$ cat config.mk
export PLATFORM = sky130hd
export DESIGN_NAME = simon_seq_engine
export DESIGN_NICKNAME = d
export VERILOG_FILES = /design/src/rtl/simon_pkg.sv /design/src/rtl/simon_lfsr.sv /design/src/rtl/simon_seq_engine.sv
export SDC_FILE = /design/constraint.sdc
export NUM_CORES = 1
export LEC_CHECK = 0
export ABC_AREA = 1
export CORE_MARGIN = 5
export CORE_UTILIZATION = 28
export DETAILED_ROUTE_END_ITERATION = 10
export SKIP_LAST_GASP = 1
export SYNTH_ARGS = -nofsm -noshare
export SYNTH_HDL_FRONTEND = slang
export SYNTH_HIERARCHICAL = 1
export SYNTH_SLANG_ARGS = --single-unit
$ cat constraint.sdc
create_clock -name clk -period 3.02 [get_ports clk]
set_input_delay 0.302 -clock clk [delete_from_list [all_inputs] [get_ports clk]]
set_output_delay 0.302 -clock clk [all_outputs]
set_load 0.02 [all_outputs]
$ cat src/rtl/simon_pkg.sv
// Shared types and helpers for the Simon game: playback/check engine states,
// tone index type, the tone-to-button mapping table and a button encoder.
package simon_pkg;

  // Engine states: idle, tone sounding, silence between tones, grading presses
  typedef enum logic [1:0] {
    S_IDLE     = 2'd0,
    S_PLAY_ON  = 2'd1,
    S_PLAY_GAP = 2'd2,
    S_LISTEN   = 2'd3
  } seq_state_t;

  typedef logic [1:0] tone_idx_t;

  // Button / lamp pattern belonging to each tone index; the game FSM drives
  // its lamps from the same table, so tone N is always button bit N.
  localparam logic [3:0] GAME_TONES [0:3] = '{4'b0001, 4'b0010, 4'b0100, 4'b1000};

  // Encode a button vector to a tone index. Only meaningful for one-hot input;
  // callers check one-hotness by mapping the result back through GAME_TONES.
  function automatic tone_idx_t onehot_to_idx(input logic [3:0] oh);
    tone_idx_t idx;
    if (oh[3]) begin
      idx = 2'd3;
    end else if (oh[2]) begin
      idx = 2'd2;
    end else if (oh[1]) begin
      idx = 2'd1;
    end else begin
      idx = 2'd0;
    end
    return idx;
  endfunction

endpackage

$ cat src/rtl/simon_lfsr.sv
// 16-bit Fibonacci LFSR (taps 16,14,13,11) used as the source of new tones.
module simon_lfsr #(
  parameter logic [15:0] SEED = 16'hACE1
) (
  input  logic        clk,
  input  logic        rst,
  input  logic        i_en,
  output logic [15:0] o_lfsr
);

  logic [15:0] r_lfsr;
  logic        w_fb;

  assign w_fb   = r_lfsr[15] ^ r_lfsr[13] ^ r_lfsr[12] ^ r_lfsr[10];
  assign o_lfsr = r_lfsr;

  // Shift left, feeding the tap XOR into bit 0; reload the seed on reset
  always_ff @(posedge clk or posedge rst) begin
    if (rst) begin
      r_lfsr <= SEED;
    end else if (i_en) begin
      r_lfsr <= {r_lfsr[14:0], w_fb};
    end
  end

endmodule

$ cat src/rtl/simon_seq_engine.sv
// Simon sequence engine: stores the tone sequence, replays it as timed tones,
// then grades the player's presses against the stored steps.
module simon_seq_engine
  import simon_pkg::*;
#(
  parameter int unsigned MAX_LEN     = 32,
  parameter int unsigned TONE_CYCLES = 25000000,
  parameter int unsigned GAP_CYCLES  = 12500000,
  parameter logic [15:0] LFSR_SEED   = 16'hACE1
) (
  input  logic       clk,
  input  logic       rst,
  input  logic       i_new_game,
  input  logic       i_start_round,
  input  logic       i_btn_valid,
  input  logic [3:0] i_btn,
  output logic [1:0] o_seq_out,
  output logic       o_tone_on,
  output logic       o_end_of_sequence,
  output logic       o_check_valid,
  output logic       o_correct_input,
  output logic       o_round_done,
  output logic [5:0] o_seq_len,
  output logic       o_busy
);

  localparam int unsigned CNT_MAX = (TONE_CYCLES > GAP_CYCLES) ? TONE_CYCLES : GAP_CYCLES;
  localparam int          CNT_W   = $clog2(CNT_MAX + 1);
  localparam int          IDX_W   = $clog2(MAX_LEN);

  localparam logic [CNT_W-1:0] TONE_LAST = CNT_W'(TONE_CYCLES - 1);
  localparam logic [CNT_W-1:0] GAP_LAST  = CNT_W'(GAP_CYCLES - 1);
  localparam logic [CNT_W-1:0] CNT_ONE   = CNT_W'(1);
  localparam logic [IDX_W-1:0] IDX_ONE   = IDX_W'(1);
  localparam logic [5:0]       LEN_MAX   = 6'(MAX_LEN);

  seq_state_t       r_state;
  logic [5:0]       r_len;
  logic [IDX_W-1:0] r_idx;
  logic [IDX_W-1:0] r_chk;
  logic [CNT_W-1:0] r_cnt;
  tone_idx_t        r_mem [MAX_LEN];

  logic [1:0]       r_seq_out;
  logic             r_tone_on;
  logic             r_eos;
  logic             r_check_valid;
  logic             r_correct;
  logic             r_round_done;

  logic [15:0]      w_lfsr;
  logic             w_lfsr_unused;
  tone_idx_t        w_step;
  logic [5:0]       w_len_base;
  logic             w_append;
  logic [IDX_W-1:0] w_wr_idx;
  tone_idx_t        w_first;
  logic [IDX_W-1:0] w_last_idx;
  tone_idx_t        w_press_idx;
  logic             w_press_ok;

  simon_lfsr #(
    .SEED (LFSR_SEED)
  ) u_lfsr (
    .clk    (clk),
    .rst    (rst),
    .i_en   (1'b1),
    .o_lfsr (w_lfsr)
  );

  // Only the low two bits pick a tone; the rest of the register is state only
  assign w_step        = w_lfsr[1:0];
  assign w_lfsr_unused = ^w_lfsr[15:2];

  // A new_game arriving with start_round clears first, so the append lands at 0
  assign w_len_base = i_new_game ? 6'd0 : r_len;
  assign w_append   = (r_state == S_IDLE) && i_start_round && (w_len_base < LEN_MAX);
  assign w_wr_idx   = w_len_base[IDX_W-1:0];
  // Step 0 is being written on this same edge when the sequence was empty
  assign w_first    = (w_len_base == 6'd0) ? w_step : r_mem[0];
  assign w_last_idx = IDX_W'(r_len - 6'd1);

  // Press is correct only if it round-trips through the tone table (one-hot)
  // and names the stored step
  assign w_press_idx = onehot_to_idx(i_btn);
  assign w_press_ok  = (i_btn == GAME_TONES[w_press_idx]) && (w_press_idx == r_mem[r_chk]);

  // Sequence memory: written on append only, deliberately not cleared by reset
  always_ff @(posedge clk) begin
    if (w_append) begin
      r_mem[w_wr_idx] <= w_step;
    end
  end

  // Playback / listen FSM with all outputs registered
  always_ff @(posedge clk or posedge rst) begin
    if (rst) begin
      r_state       <= S_IDLE;
      r_len         <= 6'd0;
      r_idx         <= '0;
      r_chk         <= '0;
      r_cnt         <= '0;
      r_seq_out     <= 2'd0;
      r_tone_on     <= 1'b0;
      r_eos         <= 1'b0;
      r_check_valid <= 1'b0;
      r_correct     <= 1'b0;
      r_round_done  <= 1'b0;
    end else begin
      r_eos         <= 1'b0;
      r_check_valid <= 1'b0;
      r_correct     <= 1'b0;
      r_round_done  <= 1'b0;
      case (r_state)
        S_IDLE: begin
          if (i_start_round) begin
            r_len     <= w_append ? (w_len_base + 6'd1) : w_len_base;
            r_idx     <= '0;
            r_cnt     <= '0;
            r_seq_out <= w_first;
            r_tone_on <= 1'b1;
            r_state   <= S_PLAY_ON;
          end else if (i_new_game) begin
            r_len <= 6'd0;
          end
        end
        S_PLAY_ON: begin
          if (r_cnt == TONE_LAST) begin
            r_cnt     <= '0;
            r_tone_on <= 1'b0;
            r_state   <= S_PLAY_GAP;
          end else begin
            r_cnt <= r_cnt + CNT_ONE;
          end
        end
        S_PLAY_GAP: begin
          if (r_cnt == GAP_LAST) begin
            r_cnt <= '0;
            if (r_idx == w_last_idx) begin
              r_chk   <= '0;
              r_eos   <= 1'b1;
              r_state <= S_LISTEN;
            end else begin
              r_idx     <= r_idx + IDX_ONE;
              r_seq_out <= r_mem[r_idx + IDX_ONE];
              r_tone_on <= 1'b1;
              r_state   <= S_PLAY_ON;
            end
          end else begin
            r_cnt <= r_cnt + CNT_ONE;
          end
        end
        S_LISTEN: begin
          if (i_btn_valid) begin
            r_check_valid <= 1'b1;
            r_correct     <= w_press_ok;
            if (w_press_ok && (r_chk == w_last_idx)) begin
              r_round_done <= 1'b1;
              r_state      <= S_IDLE;
            end else if (w_press_ok) begin
              r_chk <= r_chk + IDX_ONE;
            end else begin
              r_state <= S_IDLE;
            end
          end
        end
        default: begin
          r_tone_on <= 1'b0;
          r_state   <= S_IDLE;
        end
      endcase
    end
  end

  assign o_seq_out         = r_seq_out;
  assign o_tone_on         = r_tone_on;
  assign o_end_of_sequence = r_eos;
  assign o_check_valid     = r_check_valid;
  assign o_correct_input   = r_correct;
  assign o_round_done      = r_round_done;
  assign o_seq_len         = r_len;
  assign o_busy            = (r_state != S_IDLE);

endmodule
==> results_dict.tcl, run 1 <==
set metrics [dict create \
    r2r-end "r_chk[0]" \
    cts_max_path_buffers 2 \
    dpl_cell_area_um2 7801 \
    synth_top_family_by_area "simple AND/OR/NAND/NOR gates" \
    root_buffer "clkbuf_16" \
    clock_skew_ns 0.01904 \
    synth-simple-area-share_pct 30.98 \
    die_x_um 171.1 \
    yosys.area_share.adder_pct 2.065 \
    areaGrowthSynthToFinish_pct 15.71 \
    whs_ns 0.2837 \
    post_cts_buffers 0 \
    synth_mux_area_share_pct 0 \
    cts.sinks 130 \
    hold_path_class "in2async" \
    peakVddDrop_uv 482.2 \
    cts_resized 0 \
    crit_required_ns 3.33 \
    synthCells 894 \
    maxCapViolations 0 \
    cts.clk_slew.worst_paths_ns 0.07 \
    place_inst 1234 \
    viasPerCell 4.814 \
    core_um2 25840 \
    num_io_pins 23 \
    grt_max_degree 36 \
    drt_iter0_markers 623 \
    io_buffer_count 22 \
    post-dp-hpwl_mm 13.35 \
    antenna_left 0 \
    finalSetupTns_ns 0 \
    fmax_ghz 0.3881 \
    die_h_um 171.1 \
    drive_above_1_share_pct 9.452 \
    critPathKind "reg2reg" \
    antenna_found_initial 0 \
    synth_nets 915 \
    fill_cells 2675 \
    critPathLaunchType "flip-flop" \
    register_area_um2 3583 \
    fin_crit_sh_pct 85.32 \
    stdcell_count 1266 \
    cts_buffers 17 \
    fin_area_um2 8413 \
    synth_compound_area_share_pct 8.725 \
    drt_wl_total_mm 18.74 \
    first_global_vias 5960 \
    h-tree-depth 4 \
    hold_buffers 0 \
    ys_ff_latch 130 \
    rsz0062_at_grt "false" \
    final_hold_viol_count 0 \
    cp_max_fo 6 \
    endpoint_kind "flip-flop" \
    r2r_start "o_seq_len[0]" \
    synthesis.area_um2 7271 \
    worst_pin_slew_ns 0.7853 \
    synth-xor-area-share_pct 1.669 \
    p_leak_nw 3.401 \
    avgSynthCellArea_um2 8.133 \
    period_needed_ns 2.577 \
    crit_arrival_ns 2.88 \
    gp_congestion 0.8743 \
    start_util_pct 28.14 \
    drt_first_pass_iters 6 \
    drc 0 \
    tritoncts "built" \
    core.rowCount 59 \
    die-area_um2 29290 \
    grt_pass1_wl_mm 31.10 \
    worst_r2r_path_depth 15 \
    slew_violations 0 \
    p_per_area_nw_per_um2 805.8 \
    r2r_slack_ns 0.44 \
    synth_warnings 6 \
    num_vias 6095 \
    ys_seq_area_share_pct 49.29 \
    grt_remaining_overflow 0 \
    track_usage_pct 13.30 \
    multi_input_area_um2 3162 \
    diodes 0 \
    status "finished, final reports clean" \
    fin_nets 939 \
    wl_per_cell_um 14.80 \
    ys_types 45 \
    setup_viol 0 \
    maxSlewHeadroom_pct 47.65 \
    insertion_delay_ns 0.43 \
]
-- area by class of cell --
class | instances | share of cell area (%)
multi-input cells | 650 | 37.58
clock inverters | 15 | 2.216
flip-flops and latches | 130 | 42.59
repair buffers | 34 | 3.688
clock buffers | 17 | 5.057
inverters | 85 | 3.882
well taps | 335 | 4.982
-- state kept, by name (all words and copies together) (netlist names) --
| register | cells |
|---|---|
| o_round_done | 1 |
| r_chk | 5 |
| r_mem | 64 |
| o_seq_len | 6 |
| o_check_valid | 1 |
| o_seq_out | 2 |
| r_cnt | 25 |
| r_idx | 5 |
| o_tone_on | 1 |
| o_end_of_sequence | 1 |
| u_lfsr/o_lfsr | 16 |
| o_correct_input | 1 |
| r_state | 2 |
-- layer usage --
| metal | track usage (%) | part of all wire (%) |
|---|---|---|
| met5 | 0 | 0 |
| met4 | 4.547 | 1.5 |
| met3 | 2.888 | 5.8 |
| met2 | 20.12 | 45 |
| met1 | 18.90 | 48 |
-- Yosys cell counts, drive strengths merged --
master / instances / area share (%)
a21oi: 25 / 1.8
a2bb2oi: 1 / 0.12
a31oi: 2 / 0.17
a32o: 1 / 0.14
buf: 20 / 2.3
clkbuf: 9 / 0.46
clkinv: 1 / 0.052
conb: 1 / 0.052
dfrtp: 58 / 20
dfstp: 8 / 2.9
edfxtp: 64 / 26
ha: 12 / 2.1
inv: 84 / 4.4
nand2: 232 / 12
nand3: 102 / 7.3
nand3b: 2 / 0.21
nand4: 13 / 1.1
nor2: 137 / 7.6
nor3: 16 / 1.3
nor3b: 4 / 0.55
nor4: 3 / 0.26
o211ai: 18 / 1.9
o21ai: 64 / 4.5
o22a: 1 / 0.12
o22ai: 1 / 0.086
or2: 2 / 0.17
xnor2: 2 / 0.24
xor2: 11 / 1.4
-- cells in the final DEF, fill, tap and decap left out, types with 5 or more instances in the layout --
cell type,instances
clkinv_8,6
o21ai_1,5
o21ai_0,58
o211ai_1,18
ha_1,12
a21oi_1,24
xor2_1,10
nand3_1,98
nor3_1,13
edfxtp_1,64
buf_4,12
clkbuf_16,17
clkdlybuf4s50_1,22
dfstp_2,8
dfrtp_1,58
inv_1,74
nor2_1,130
nand2_1,225
inv_2,7
nand4_1,13
-- cells by family after synthesis --
kind of cell,Yosys count
other,1
AND/OR/NAND/NOR,511
AO/OA/AOI/OAI,113
flip-flops,130
buffers and inverters,114
XOR/XNOR,13
adder cells (fa/ha/maj),12
-- critical path, cell delays in order (launching register included) --
cell and delay [ns]:
dfrtp_1 0.48, inv_1 0.26, ha_1 0.36, nand3_1 0.12
nand2_1 0.06, nand2_1 0.16, inv_1 0.12, nand2_1 0.05
nand3_1 0.08, nor2_1 0.06, nor2_1 0.18, nor2_2 0.07
nor2_4 0.15, nand3_2 0.14, nand3_1 0.09, nand2_1 0.07
-- report_power, final --
part           switching, mW  internal [mW]
Sequential             0.221           2.13
Combinational           1.59          0.737
Clock                  0.977           1.13
Total                   2.78           4.00
-- worst max path at each step --
| stage | start | endpoint | slack [ns] | depth (start not counted) |
|---|---|---|---|---|
| floorplan | o_seq_len[0] | r_chk[1] | 0.99 | 14 |
| global placement | o_seq_len[0] | r_chk[0] | 0.54 | 15 |
| detailed placement | o_seq_len[0] | r_chk[1] | 0.52 | 15 |
| CTS | o_seq_len[0] | r_chk[0] | 0.49 | 15 |
| global route | o_seq_len[0] | r_idx[2] | 0.21 | 12 |
| finish | o_seq_len[0] | r_chk[0] | 0.44 | 15 |
-- metrics by stage --
step,setup WS (ns),util [%],power (mW)
2_1_floorplan,0.9913,-,4.056
3_3_place_gp,0.5430,30.19,4.683
3_5_place_dp,0.5158,30.19,4.696
4_1_cts,0.4884,32.56,6.820
5_1_grt,0.2087,32.56,7.244
6_report,0.4434,32.56,6.779
(Power assumes the default switching activity.)
==> run 2: changes to the inputs <==
--- a/config.mk
+++ b/config.mk
@@ -6,6 +6,7 @@
 export NUM_CORES = 1
 export LEC_CHECK = 0
 export ABC_AREA = 1
+export CORE_ASPECT_RATIO = 0.5
 export CORE_MARGIN = 5
 export CORE_UTILIZATION = 28
 export DETAILED_ROUTE_END_ITERATION = 10
==> run 2 against run 1 <==
Net effect: clock skew down 0.0098 ns; first-iteration DRC count up 1.6%; highest routed layer unchanged; utilization up 0.68 points; largest power group is now combinational logic.
==> results_dict.tcl, run 2 (same netlist as run 1, synthesis figures left out) <==
set metrics [dict create \
    cts_max_path_buffers 2 \
    num_io_pins 23 \
    antenna_left 0 \
    r2r_start "r_state[1]" \
    max_stage_delay_ns 0.44 \
    areaGrowthSynthToFinish_pct 16.09 \
    crit_required_ns 3.13 \
    tritoncts "built" \
    core.rowCount 41 \
    start_util_pct 28.63 \
    post-dp-hpwl_mm 13.01 \
    clock_skew_ns 0.009279 \
    core_um2 25390 \
    busiest_layer "met2" \
    finalSetupTns_ns 0 \
    r2r_slack_ns 0.65 \
    final_hold_viol_count 0 \
    hold_buffers 0 \
    gp_congestion 0.8862 \
    grt.met1_usage_pct 16.07 \
    num_vias 6218 \
    grt_pass1_wl_mm 30.44 \
    crit_path_cell_trace "inv_1 > ha_1 > nand2_1 > nor2_1 > nand2_1 > nor2_1" \
    die-area_um2 29490 \
    maxSlewHeadroom_pct 44.73 \
    met2_usage_pct 22.47 \
    crit_arrival_ns 2.49 \
    io_buffer_count 22 \
    final_common_cell "nand2_1" \
    root_buffer "clkbuf_16" \
    peakVddDrop_uv 450.1 \
    critPathKind "reg2reg" \
    post_cts_buffers 0 \
    drt_first_pass_iters 6 \
    wl_per_cell_um 14.90 \
    hold_path_class "in2async" \
    status "finished, final reports clean" \
    endpoint_kind "flip-flop" \
    cp_slowest_cell "nand2_1" \
    largest_register_ffs 64 \
    cts_resized 0 \
    drive_above_1_share_pct 9.345 \
    period_needed_ns 2.375 \
    first_global_vias 5974 \
    grt_max_degree 38 \
    rsz0062_at_grt "false" \
    die_h_um 123.9 \
    die_x_um 237.9 \
    p_leak_nw 3.397 \
    antenna_found_initial 0 \
    grt_remaining_overflow 0 \
    h-tree-depth 4 \
    fin_crit_sh_pct 78.63 \
    insertion_delay_ns 0.42 \
    worst_pin_slew_ns 0.8290 \
    cp_max_fo 8 \
    slew_violations 0 \
    cts_buffers 17 \
    maxCapViolations 0 \
    p_per_area_nw_per_um2 816.7 \
    drt_iter0_markers 633 \
    setup_viol 0 \
    drc 0 \
    cpLargestDelayFamily "simple AND/OR/NAND/NOR gates" \
    place_inst 1243 \
    diodes 0 \
    worst_r2r_path_depth 6 \
    cts.sinks 130 \
    critPathLaunchType "flip-flop" \
    grt_use_met3_pct 2.257 \
    r2r-end "r_mem[12][0]" \
    fmax_ghz 0.4211 \
    drt_wl_total_mm 19.00 \
    viasPerCell 4.877 \
    fin_nets 939 \
    path_buf_inv 1 \
    cts.clk_slew.worst_paths_ns 0.06 \
    layout_common_cells "nand2_1 (225), nor2_1 (130), nand3_1 (98)" \
    track_usage_pct 13.01 \
    stdcell_count 1275 \
    regMostFlops "r_mem" \
]
## run 2: metal layers
metal / wire length, µm / part of all wire (%)
met5: 0 / 0
met4: 524 / 2.8
met3: 1079 / 5.7
met2: 9257 / 49
met1: 8137 / 43
## run 2: worst max-delay path by stage
stage	start	depth (start not counted)	end
final	r_state[1]	6	r_mem[12][0]
after global routing	o_seq_len[0]	12	r_idx[2]
after CTS	r_state[0]	6	r_mem[21][0]
after detailed placement	i_new_game	5	r_mem[12][0]
after global placement	i_new_game	5	r_mem[16][0]
after floorplan	o_seq_len[0]	14	r_chk[1]
## run 2: cell type report
| class | instances | area (µm²) |
|---|---|---|
| multi-input combinational | 650 | 3162 |
| tap | 344 | 430.4 |
| fill | 2570 | 16950 |
| clock buffer | 17 | 425.4 |
| sequential | 130 | 3583 |
| clock inverter | 15 | 202.7 |
| inverter | 85 | 326.6 |
| timing repair buffer | 34 | 310.3 |
## run 2: through the flow
stage | hold slack [ns] | instance area, µm² | power (mW) | setup WS, ns | utilization, %
5_1_grt | 0.3384 | 8441 | 7.320 | 0.3903 | 33.24
3_3_place_gp | 0.4614 | 7812 | 4.654 | 0.6671 | 30.77
4_1_cts | 0.2921 | 8441 | 6.927 | 0.6939 | 33.24
2_1_floorplan | 0.2100 | 7271 | 4.056 | 0.9913 | -
6_report | 0.2817 | 8441 | 6.893 | 0.6452 | 33.24
3_5_place_dp | 0.4572 | 7812 | 4.715 | 0.6412 | 30.77
## run 2: report_power, final
group | internal, mW | switching (mW) | total [mW]
combinational | 0.732 | 1.63 | 2.36
sequential | 2.14 | 0.214 | 2.35
clock | 1.39 | 0.799 | 2.18
total | 4.25 | 2.64 | 6.89
==> run 3: changes to the inputs <==
==> constraint.sdc (replaced) <==
create_clock -name clk -period 2.06 [get_ports clk]
set_input_delay 0.206 -clock clk [delete_from_list [all_inputs] [get_ports clk]]
set_output_delay 0.206 -clock clk [all_outputs]
set_load 0.02 [all_outputs]
==> run 3 against run 2 <==
Net effect: die area did not move; register-to-register slack got worse by 0.63 ns; first-iteration DRC count fell by 26%; critical path type unchanged; critical endpoint is now r_chk[2]; highest routed layer unchanged.
==> results_dict.tcl, run 3 (same netlist as run 1, synthesis figures left out) <==
set metrics [dict create \
    status "finished, final reports clean" \
    viasPerCell 4.801 \
    finalSetupTns_ns 0 \
    gp_congestion 0.8846 \
    setup_slack_ns 0.01988 \
    r2r-end "r_chk[2]" \
    critPathKind "reg2reg" \
    final_common_cell "nand2_1" \
    peakVddDrop_uv 635.7 \
    met2_length_mm 9.648 \
    register_area_um2 3585 \
    r2r_slack_ns 0.02 \
    grt_pass1_wl_mm 30.97 \
    cp_slowest_cell "dfrtp_2" \
    io_buffer_count 22 \
    first_global_vias 6134 \
    post-dp-hpwl_mm 13.20 \
    max_stage_delay_ns 0.49 \
    worst_pin_slew_ns 0.6168 \
    maxSlewHeadroom_pct 58.84 \
    whs_ns 0.1915 \
    core_um2 25390 \
    grt_max_degree 38 \
    p_per_area_nw_per_um2 1214 \
    hold_buffers 0 \
    num_vias 6371 \
    fin_util_pct 36.35 \
    layout_common_cells "nand2_1 (211), nor2_1 (129), nand3_1 (79)" \
    rsz0062_at_grt "true" \
    antenna_left 0 \
    cp_max_fo 5 \
    clock_skew_ns 0.008128 \
    dpl_cell_area_um2 8225 \
    post-place-ws_ns -0.02830 \
    cts_buffers 17 \
    crit_required_ns 2.41 \
    grt_remaining_overflow 0 \
    tritoncts "built" \
    die_h_um 123.9 \
    fill_cells 2537 \
    cpMostUsedCell "nand2_1" \
    root_buffer "clkbuf_16" \
    start_util_pct 28.63 \
    crit_path_cell_trace "inv_8 > buf_12 > nand2_1 > nand3_2 > nand3_2 > nand2_2 > nand2_1 > nand3_2 > nand2_1 > nand2_1 > nand2_2 > nor2_8 > nand2_4 > nand2_4 > nand3_1 > nand2_1" \
    die_x_um 237.9 \
    endpoint_kind "flip-flop" \
    critPathLaunchType "flip-flop" \
    fmax_ghz 0.4902 \
    largest_register_ffs 64 \
    insertion_delay_ns 0.42 \
    worst_r2r_path_depth 16 \
    drive_above_1_share_pct 19.02 \
    antenna_found_initial 0 \
    period_needed_ns 2.040 \
    slew_violations 0 \
    fin_crit_sh_pct 99.03 \
    path_buf_inv 2 \
    cpLargestDelayFamily "simple AND/OR/NAND/NOR gates" \
    num_io_pins 23 \
    die-area_um2 29490 \
    drt_wl_total_mm 19.61 \
    r2r_start "r_chk[0]" \
    crit_arrival_ns 2.39 \
    maxCapViolations 0 \
    core.rowCount 41 \
    setup_viol 0 \
    fin_area_um2 9230 \
    h-tree-depth 4 \
    diodes 0 \
    cts_max_path_buffers 2 \
    cts.sinks 130 \
    fin_nets 991 \
    final_hold_viol_count 0 \
    hold_path_class "in2async" \
    drc 0 \
    top_layer "met4" \
    multi_input_area_um2 3367 \
    routed-wl-met3_um 868 \
    wl_per_cell_um 14.77 \
    drt-met1-wl_mm 8.520 \
    drt_first_pass_iters 5 \
    cts.clk_slew.worst_paths_ns 0.06 \
    track_usage_pct 13.18 \
    drt_iter0_markers 467 \
    p_leak_nw 3.772 \
    areaGrowthSynthToFinish_pct 26.95 \
    regMostFlops "r_mem" \
]
## run 3: metal layers
metal  vias up  GRT usage [%]
met5         -              0
met3        41          2.257
met4         0          5.295
li1       3117              -
met1      3035          16.71
met2       178          22.74
## run 3: metrics by stage
stage | power (mW) | cells
floorplan | 5.947 | 894
global placement | 7.421 | 1283
detailed placement | 7.493 | 1283
CTS | 10.86 | 1319
global route | 11.88 | 1327
finish | 11.21 | 1327
## run 3: final cells by class
type / count / area share [%]
inverter: 85 / 3.660
sequential: 130 / 38.84
multi-input combinational: 650 / 36.48
clock buffer: 19 / 4.690
clock inverter: 13 / 2.237
timing repair inverter: 1 / 0.06778
timing repair buffer: 85 / 9.367
tap: 344 / 4.663
## run 3: worst register-to-register path, stage by stage (launching register included)
cell and delay [ns]:
dfrtp_2 0.49, inv_8 0.14, buf_12 0.13, nand2_1 0.07, nand3_2 0.09, nand3_2 0.10
nand2_2 0.11, nand2_1 0.07, nand3_2 0.10, nand2_1 0.06, nand2_1 0.06, nand2_2 0.09
nor2_8 0.17, nand2_4 0.08, nand2_4 0.09, nand3_1 0.08, nand2_1 0.06
## run 3: worst max-delay path by stage
stage                              from   endpoint  slack (ns)  cells past startpoint
after floorplan            o_seq_len[0]   r_chk[1]        0.03                     14
after global placement    i_start_round  r_cnt[22]      -0.009                     12
after detailed placement  i_start_round  r_cnt[22]       -0.03                     12
after CTS                  o_seq_len[0]   r_chk[4]        0.02                     15
after global routing           r_chk[0]   r_chk[4]       -0.07                     16
final                          r_chk[0]   r_chk[2]        0.02                     16
## run 3: power breakdown
group          switching [mW]  internal [mW]
Clock                    1.16           2.15
Sequential              0.261           3.13
Combinational            2.75           1.76
## run 3: timing repair
action	4_1_cts	5_1_grt
endpoints found under the setup margin	2	35
resized for setup	5	58
gates cloned	0	4
pin swaps	4	36
buffers inserted	4	4
